`config.mk`:
```
export PLATFORM = sky130hd
export DESIGN_NAME = crtc_dma_arbiter
export DESIGN_NICKNAME = d
export VERILOG_FILES = /design/src/rtl/pc8001_bus_pkg.sv /design/src/rtl/crtc_dma_arbiter_busak_sync.sv /design/src/rtl/crtc_dma_arbiter.sv
export SDC_FILE = /design/constraint.sdc
export NUM_CORES = 1
export LEC_CHECK = 0
export CORE_MARGIN = 5
export CORE_UTILIZATION = 31
export DETAILED_ROUTE_END_ITERATION = 16
export PLACE_DENSITY_LB_ADDON = 0.1
export SETUP_SLACK_MARGIN = 0.1
export SYNTH_ARGS = -nofsm -noshare
export SYNTH_HDL_FRONTEND = slang
export SYNTH_HIERARCHICAL = 1
export SYNTH_SLANG_ARGS = --single-unit
```
`constraint.sdc`:
```
create_clock -name clk -period 2 [get_ports clk]
set_input_delay 0.3 -clock clk [delete_from_list [all_inputs] [get_ports clk]]
set_output_delay 0.3 -clock clk [all_outputs]
set_load 0.02 [all_outputs]
```
`src/rtl/pc8001_bus_pkg.sv`:
```
// Shared bus-side types and constants for the PC-8001 main-RAM arbitration slice.
package pc8001_bus_pkg;

    typedef enum logic [1:0] {
        IDLE,
        REQ,
        GRANT,
        RELEASE
    } dma_state_t;

    localparam int          RAM_AW    = 17;
    localparam logic [16:0] VRAM_BASE = 17'h0F000;

endpackage

```
`src/rtl/crtc_dma_arbiter_busak_sync.sv`:
```
// busak_sync: STAGES-deep synchronizer for the Z80 BUSAK_n line, preset to the inactive (1) level.
module busak_sync #(
    parameter int STAGES = 2
) (
    input  logic clk,
    input  logic rst_n,
    input  logic d,
    output logic q
);

    logic [STAGES-1:0] chain;

    always_ff @(posedge clk or negedge rst_n) begin
        if (!rst_n) begin
            chain <= '1;
        end else begin
            chain[0] <= d;
            for (int unsigned i = 1; i < STAGES; i++) begin
                chain[i] <= chain[i-1];
            end
        end
    end

    assign q = chain[STAGES-1];

endmodule

```
`src/rtl/crtc_dma_arbiter.sv`:
```
// CRTC row-fetch DMA responder: BUSRQ_n/BUSAK_n handshake, main-RAM mux, minimum CPU window.
// Optional BUSAK wait timeout with sticky dma_err: define CRTC_DMA_TIMEOUT_EN.
module crtc_dma_arbiter
    import pc8001_bus_pkg::*;
#(
    parameter int MIN_CPU_CYC = 8,
    parameter int SYNC_STAGES = 2,
    parameter int DATA_REG    = 0,
    parameter int TIMEOUT_CYC = 4096
) (
    input  logic              clk,
    input  logic              rst_n,
    input  logic              crtc_busreq,
    output logic              crtc_busack,
    input  logic [RAM_AW-1:0] crtc_adr,
    output logic [7:0]        crtc_data,
    output logic              cpu_busrq_n,
    input  logic              cpu_busak_n,
    input  logic [RAM_AW-1:0] cpu_ram_adr,
    input  logic              cpu_ram_we,
    input  logic [7:0]        cpu_ram_wdata,
    output logic [RAM_AW-1:0] ram_adr,
    output logic              ram_we,
    output logic [7:0]        ram_wdata,
    input  logic [7:0]        ram_rdata,
    output logic              dma_active,
    output logic              dma_err
);

    localparam int GAP_W = $clog2(MIN_CPU_CYC + 1);

    dma_state_t       state;
    logic             ak_n;
    logic             busack_q;
    logic             busrq_n_q;
    logic             active_q;
    logic [GAP_W-1:0] gap_cnt;

`ifdef CRTC_DMA_TIMEOUT_EN
    localparam int WAIT_W = $clog2(TIMEOUT_CYC + 1);
    logic [WAIT_W-1:0] wait_cnt;
    logic              err_q;
`endif

    busak_sync #(
        .STAGES(SYNC_STAGES)
    ) u_busak_sync (
        .clk  (clk),
        .rst_n(rst_n),
        .d    (cpu_busak_n),
        .q    (ak_n)
    );

    always_ff @(posedge clk or negedge rst_n) begin
        if (!rst_n) begin
            state     <= IDLE;
            busack_q  <= 1'b0;
            busrq_n_q <= 1'b1;
            active_q  <= 1'b0;
            gap_cnt   <= GAP_W'(MIN_CPU_CYC);
`ifdef CRTC_DMA_TIMEOUT_EN
            wait_cnt  <= '0;
            err_q     <= 1'b0;
`endif
        end else begin
            case (state)
                IDLE: begin
                    if (gap_cnt == GAP_W'(MIN_CPU_CYC)) begin
                        if (crtc_busreq) begin
                            state     <= REQ;
                            busrq_n_q <= 1'b0;
                            active_q  <= 1'b1;
`ifdef CRTC_DMA_TIMEOUT_EN
                            wait_cnt  <= '0;
`endif
                        end
                    end else begin
                        gap_cnt <= gap_cnt + 1'b1;
                    end
                end
                REQ: begin
                    if (!ak_n) begin
                        state    <= GRANT;
                        busack_q <= 1'b1;
                    end else if (!crtc_busreq) begin
                        state     <= RELEASE;
                        busrq_n_q <= 1'b1;
                    end
`ifdef CRTC_DMA_TIMEOUT_EN
                    // Abandon the request; retry only after a full CPU gap.
                    else if (wait_cnt == WAIT_W'(TIMEOUT_CYC - 1)) begin
                        state     <= IDLE;
                        busrq_n_q <= 1'b1;
                        active_q  <= 1'b0;
                        gap_cnt   <= '0;
                        err_q     <= 1'b1;
                    end else begin
                        wait_cnt <= wait_cnt + 1'b1;
                    end
`endif
                end
                GRANT: begin
                    // BUSAK_n rising here is ignored: only the CRTC ends a grant.
                    if (!crtc_busreq) begin
                        state     <= RELEASE;
                        busack_q  <= 1'b0;
                        busrq_n_q <= 1'b1;
                    end
                end
                RELEASE: begin
                    if (ak_n) begin
                        state    <= IDLE;
                        active_q <= 1'b0;
                        gap_cnt  <= '0;
                    end
                end
                default: begin
                    state     <= IDLE;
                    busack_q  <= 1'b0;
                    busrq_n_q <= 1'b1;
                    active_q  <= 1'b0;
                end
            endcase
        end
    end

    assign crtc_busack = busack_q;
    assign cpu_busrq_n = busrq_n_q;
    assign dma_active  = active_q;

`ifdef CRTC_DMA_TIMEOUT_EN
    assign dma_err = err_q;
`else
    assign dma_err = 1'b0;
`endif

    // The registered grant flag steers the mux so an async reset returns RAM to the CPU at once.
    always_comb begin
        ram_adr   = cpu_ram_adr;
        ram_we    = cpu_ram_we;
        ram_wdata = cpu_ram_wdata;
        if (busack_q) begin
            ram_adr = crtc_adr;
            ram_we  = 1'b0;
        end
    end

    if (DATA_REG != 0) begin : g_data_reg
        logic [7:0] data_q;
        always_ff @(posedge clk or negedge rst_n) begin
            if (!rst_n) begin
                data_q <= '0;
            end else if (busack_q) begin
                data_q <= ram_rdata;
            end
        end
        assign crtc_data = data_q;
    end else begin : g_data_comb
        assign crtc_data = ram_rdata;
    end

endmodule

```
Word level (Yosys, flattened, before mapping):

Index checks and enable logic that the tools add are counted.

* register bits after elaboration: 11
* output and inout port bits: 38
* word-level logic and storage cells: 50

* add/sub/neg operators: 1
* equality and inequality tests: 11
* mux-type cells: 23
* reductions and logical operators: 9

Operator list (count)
* two-way mux 17 bit: 1
* two-way mux 1 bit: 10
* two-way mux 2 bit: 5
* != test 2 bit (second input constant): 5
* AND reduction 3 bit: 3
* two-way mux 4 bit: 2
* one-hot mux 2 bit (4 select lines): 1
* one-hot mux 4 bit (2 select lines): 1
* AND reduction 4 bit: 2
* adder 4 x 1 -> 4 bit (second input constant): 1
* equality test 2 bit (second input constant): 2
* equality test 4 bit (second input constant): 1
* != test 2 x 1 -> 1 bit (second input constant): 2
* one-hot mux 1 bit (2 select lines): 2
* nonzero test 2 bit: 2
* one-hot mux 1 bit (3 select lines): 1
* nonzero test 3 bit: 1
* equality test 2 x 1 -> 1 bit (second input constant): 1
* zero test 2 bit: 1

Logic depth before layout (Yosys ltp):

* word-level depth: 3
* gate-level depth with buffers: 6
* mapped depth without buffers: 5

Hierarchy:

The synthesis kept the hierarchy.

Modules (own cells, without submodules)
* crtc_dma_arbiter: times used 1, cells an instance 104, area each 959.7 um^2, sequential area each 227.7 um^2
* busak_sync: times used 1, cells an instance 2, area each 52.6 um^2, sequential area each 52.6 um^2

Worst setup path before layout:

No wires, ideal clock.

* path kind: flip-flop to flip-flop
* from: reg state[1]
* to: reg gap_cnt[3]
* arrival: 1.410 ns
* slack: 0.510 ns
* cell stages (with the launch flop): 7
* buffers on the path: 1
* cells stage by stage: dfrtp_1 > inv_1 > ha_1 > buf_6 > inv_4 > or3_1 > a32o_1

* longest elaborated chain between the ends: 3

Ends and longest elaborated chain
* start: declaration: line crtc_dma_arbiter.sv:32 `dma_state_t state;`
* start signal: assignment: line crtc_dma_arbiter.sv:56 `state <= IDLE;`
* start signal: assignment: line crtc_dma_arbiter.sv:70 `state <= REQ;`
* start signal: assignment: line crtc_dma_arbiter.sv:83 `state <= GRANT;`
* equality test 2 bit or zero test 2 bit (tied branches): line crtc_dma_arbiter.sv:66 `case (state)`
* != test 2 x 1 -> 1 bit (no line), or another cell as far along
* AND reduction 3 bit (no line)
* end signal: assignment: line crtc_dma_arbiter.sv:60 `gap_cnt <= GAP_W'(MIN_CPU_CYC);`
* end signal: assignment: line crtc_dma_arbiter.sv:78 `gap_cnt <= gap_cnt + 1'b1;`
* end: declaration: line crtc_dma_arbiter.sv:37 `logic [GAP_W-1:0] gap_cnt;`

Several ways; a longest one is shown, not always the timed one.
A chain may end at the register's enable or synchronous reset.

Worst setup path after layout:

* from: reg busack_q (netlist: crtc_busack)
* to: out ram_adr[4]

* longest elaborated chain between the ends: 1

Ends and longest elaborated chain
* start: declaration: line crtc_dma_arbiter.sv:34 `logic busack_q;`
* start signal: assignment: line crtc_dma_arbiter.sv:57 `busack_q <= 1'b0;`
* start signal: assignment: line crtc_dma_arbiter.sv:84 `busack_q <= 1'b1;`
* start signal: assignment: line crtc_dma_arbiter.sv:106 `busack_q <= 1'b0;`
* two-way mux 17 bit: line crtc_dma_arbiter.sv:142 `if (busack_q) begin`
* end: declaration: line crtc_dma_arbiter.sv:22 `output logic [RAM_AW-1:0] ram_adr,`

Every way passes these cells.

==> results_dict.tcl <==
set metrics [dict create \
    startpoint_type "register" \
    period_minus_slack_ps 1810 \
    fp.dieArea_um2 4510 \
    initial_core_util_pct 32.6 \
    post-route-period-util_pct 90.3 \
    seqPwrFrac_pct 26.1 \
    max_freq_ghz 0.554 \
    min-delay-path-class "register to register" \
    outcome "finished clean" \
    placementRows 20 \
    drive_above_1_share_pct 18.7 \
    critPathSlowestCell "dfrtp_1" \
    grtUsageTotal_pct 13.9 \
    nNetsFinal 212 \
    netlist_area_um2 1010 \
    final_core_util_pct 49.6 \
    clock_latency_ps 270 \
    cp_top_family "buffers and inverters" \
    drtPass1Iterations 4 \
    grt_remaining_overflow 0 \
    io_pins 93 \
    syn_avg_cell_area_um2 9.55 \
    crit_chain "buf_12 > mux2_2 > dlygate4sd2_1" \
    grt_max_degree 20 \
    power_mw 1.59 \
    gp_congestion 0.766 \
    swShare_pct 42.8 \
    finalHoldViolCount 0 \
    num_vias 974 \
    yosys_register_bits 11 \
    portBuffers 59 \
    cts_tree "yes" \
    reg2reg_depth 4 \
    path_clk_slew_ps 70 \
    p_per_area_nw_per_um2 1030 \
    ctsLongestPathBuffers 2 \
    syn-instance-count 106 \
    vias_per_cell 5.02 \
    wl_per_cell_um 16.4 \
    grt_pass1_wl_mm 4.76 \
    dpl.hpwl_mm 2.62 \
    min_path_cells 0 \
    endpoint_kind "output port" \
    grt_pass1_vias 977 \
    p_leak_nw 0.645 \
    crit_path_max_incr_delay_ps 390 \
    tightestPinTransition_ps 520 \
    power.switching_uw 679 \
    ys_seq_area_share_pct 27.7 \
    skew_ps 4.00 \
    synth_cell_types 34 \
    peakVddDrop_v 0.000555 \
    pre_cts_ws_ps 171 \
    insertedDiodeCount 0 \
    cp_data_required_time_ps 1700 \
    h-tree-depth 1 \
    fp.dieW_um 67.1 \
    antenna_left 0 \
    slew_headroom_pct 65.2 \
    dieHeight_um 67.1 \
    cp.depth 3 \
    power_frac_comb_pct 64.4 \
    drtIter0Drc 20 \
    wl_mm 3.18 \
    synth_nets 167 \
    pwr-share-clk_pct 9.6 \
    yosys_warnings 6 \
    drc 0 \
    root_buffer "clkbuf_4" \
    rsz0062_at_grt "no" \
    cp_max_fo 19 \
    cap_violations 0 \
    antenna_found_initial 0 \
    area_delta_synth_final_pct 51.9 \
    internal_power_uw 907 \
    finalMaxSlewViolations 0 \
    cts_hold_buf 0 \
    core_um2 3100 \
    finalSetupViolCount 0 \
    crit_type "register to output port" \
    numCtsBuffers 3 \
    arrival_ps 1510 \
    clock-sinks 11 \
    fin_ws_ps 193 \
    cp_num_buf_inv 2 \
    tns_ps 0 \
]
==> registers in the layout, summed over array words and instances (netlist names) <==
register / cells
u_busak_sync/chain: 2
cpu_busrq_n: 1
gap_cnt: 4
crtc_busack: 1
dma_active: 1
state: 2
==> path summary, 6_finish.rpt <==
kind                                             from                     to  slack [ps]
worst min register to register  u_busak_sync/chain[0]  u_busak_sync/chain[1]         360
max in group asynchronous                       rst_n  u_busak_sync/chain[1]        1260
worst max register to register               state[1]               state[0]         400
worst min-delay path            u_busak_sync/chain[0]  u_busak_sync/chain[1]         360
min in group asynchronous                       rst_n               state[1]         370
worst max-delay path                      crtc_busack             ram_adr[4]         190
==> power by group through the flow <==
stage / logic, mW / clock network [mW] / registers [mW]
4_1_cts: 1.02 / 0.161 / 0.415
5_1_grt: 1.12 / 0.173 / 0.427
3_3_place_gp: 1.04 / 0 / 0.414
3_5_place_dp: 1.07 / 0 / 0.417
6_report: 1.02 / 0.152 / 0.414
2_1_floorplan: 0.716 / 0 / 0.418
==> through the flow <==
| stage | hold WS, ps | instance area [µm²] | std cells |
|---|---|---|---|
| final | 361 | 1540 | 194 |
| after floorplan | 4.41 | 1010 | 106 |
| after CTS | 364 | 1530 | 193 |
| after detailed placement | 351 | 1530 | 189 |
| after global routing | 366 | 1540 | 194 |
| after global placement | 352 | 1530 | 189 |
==> cells by family after synthesis <==
| kind of cell | synth area share [%] |
|---|---|
| multiplexers | 20.9 |
| AO/OA/AOI/OAI | 13.0 |
| adder cells (fa/ha/maj) | 7.42 |
| AND/OR/NAND/NOR | 12.5 |
| other | 0.370 |
| flip-flops | 27.7 |
| buffers and inverters | 18.2 |
==> placed cells by master, fill, tap and decap left out, drive strengths merged, types with 2 or more instances in the layout <==
cell,instances
mux2i,2
nand2,5
o31ai,3
dfrtp,7
ha,6
nand3b,2
clkbuf,4
dlygate4sd2,18
nand3,5
a21oi,4
mux2,17
clkdlybuf4s50,41
buf,3
dfstp,4
o311ai,2
inv,6
nor3,2
nor2b,4
==> final cells by class <==
class,instances,area (µm²)
multi-input combinational,67,548
fill,313,1570
timing repair buffer,62,603
inverter,6,25.0
sequential,11,280
tap,44,55.1
clock buffer,4,26.3
==> worst reg2reg max path, cell delays in order (launching register included) <==
cell and delay [ps]:
dfrtp_1 430, ha_1 380, nor2b_1 320, nor3_1 80
o31a_1 280
==> routing by layer <==
metal | vias to the layer above | share of wire (%) | track usage [%]
met2 | 67 | 44 | 24.2
met4 | 0 | 0.72 | 3.04
met5 | - | 0 | 0
met1 | 454 | 37 | 13.8
li1 | 451 | - | -
met3 | 2 | 18 | 8.99
==> cell usage after synthesis <==
| master | instances | area (µm²) |
|---|---|---|
| mux2i_1 | 2 | 20.0 |
| o22ai_1 | 1 | 6.26 |
| a32o_1 | 1 | 10.0 |
| ha_1 | 6 | 75.1 |
| o31a_1 | 1 | 8.76 |
| a21oi_1 | 4 | 20.0 |
| o311ai_0 | 2 | 17.5 |
| buf_4 | 17 | 128 |
| nand4b_1 | 1 | 8.76 |
| clkbuf_2 | 1 | 5.00 |
| a2bb2oi_1 | 1 | 8.76 |
| conb_1 | 1 | 3.75 |
| o211ai_1 | 1 | 7.51 |
| nor2b_1 | 4 | 25.0 |
| o31ai_1 | 3 | 22.5 |
| nor2_1 | 1 | 3.75 |
| a32oi_1 | 1 | 8.76 |
| dfstp_2 | 4 | 105 |
| o2111ai_1 | 1 | 8.76 |
| buf_2 | 3 | 15.0 |
| nor3_1 | 2 | 10.0 |
| mux2_2 | 17 | 191 |
| or3_1 | 1 | 6.26 |
| o21ai_0 | 1 | 5.00 |
| nor3b_1 | 1 | 7.51 |
| o21a_1 | 1 | 7.51 |
| nand3b_1 | 2 | 15.0 |
| nand2b_1 | 1 | 6.26 |
| buf_6 | 1 | 11.3 |
| dfrtp_1 | 7 | 175 |
| nand3_1 | 5 | 25.0 |
| inv_4 | 1 | 6.26 |
| nand2_1 | 5 | 18.8 |
| inv_1 | 5 | 18.8 |
==> what timing repair did <==
action / in CTS / in global routing
buffers inserted: 0 / 1
gates resized for setup: 18 / 0
cloned: 0 / 0
endpoints found under the setup margin: 18 / 9
Note: power is estimated with default switching activity, not from simulation.
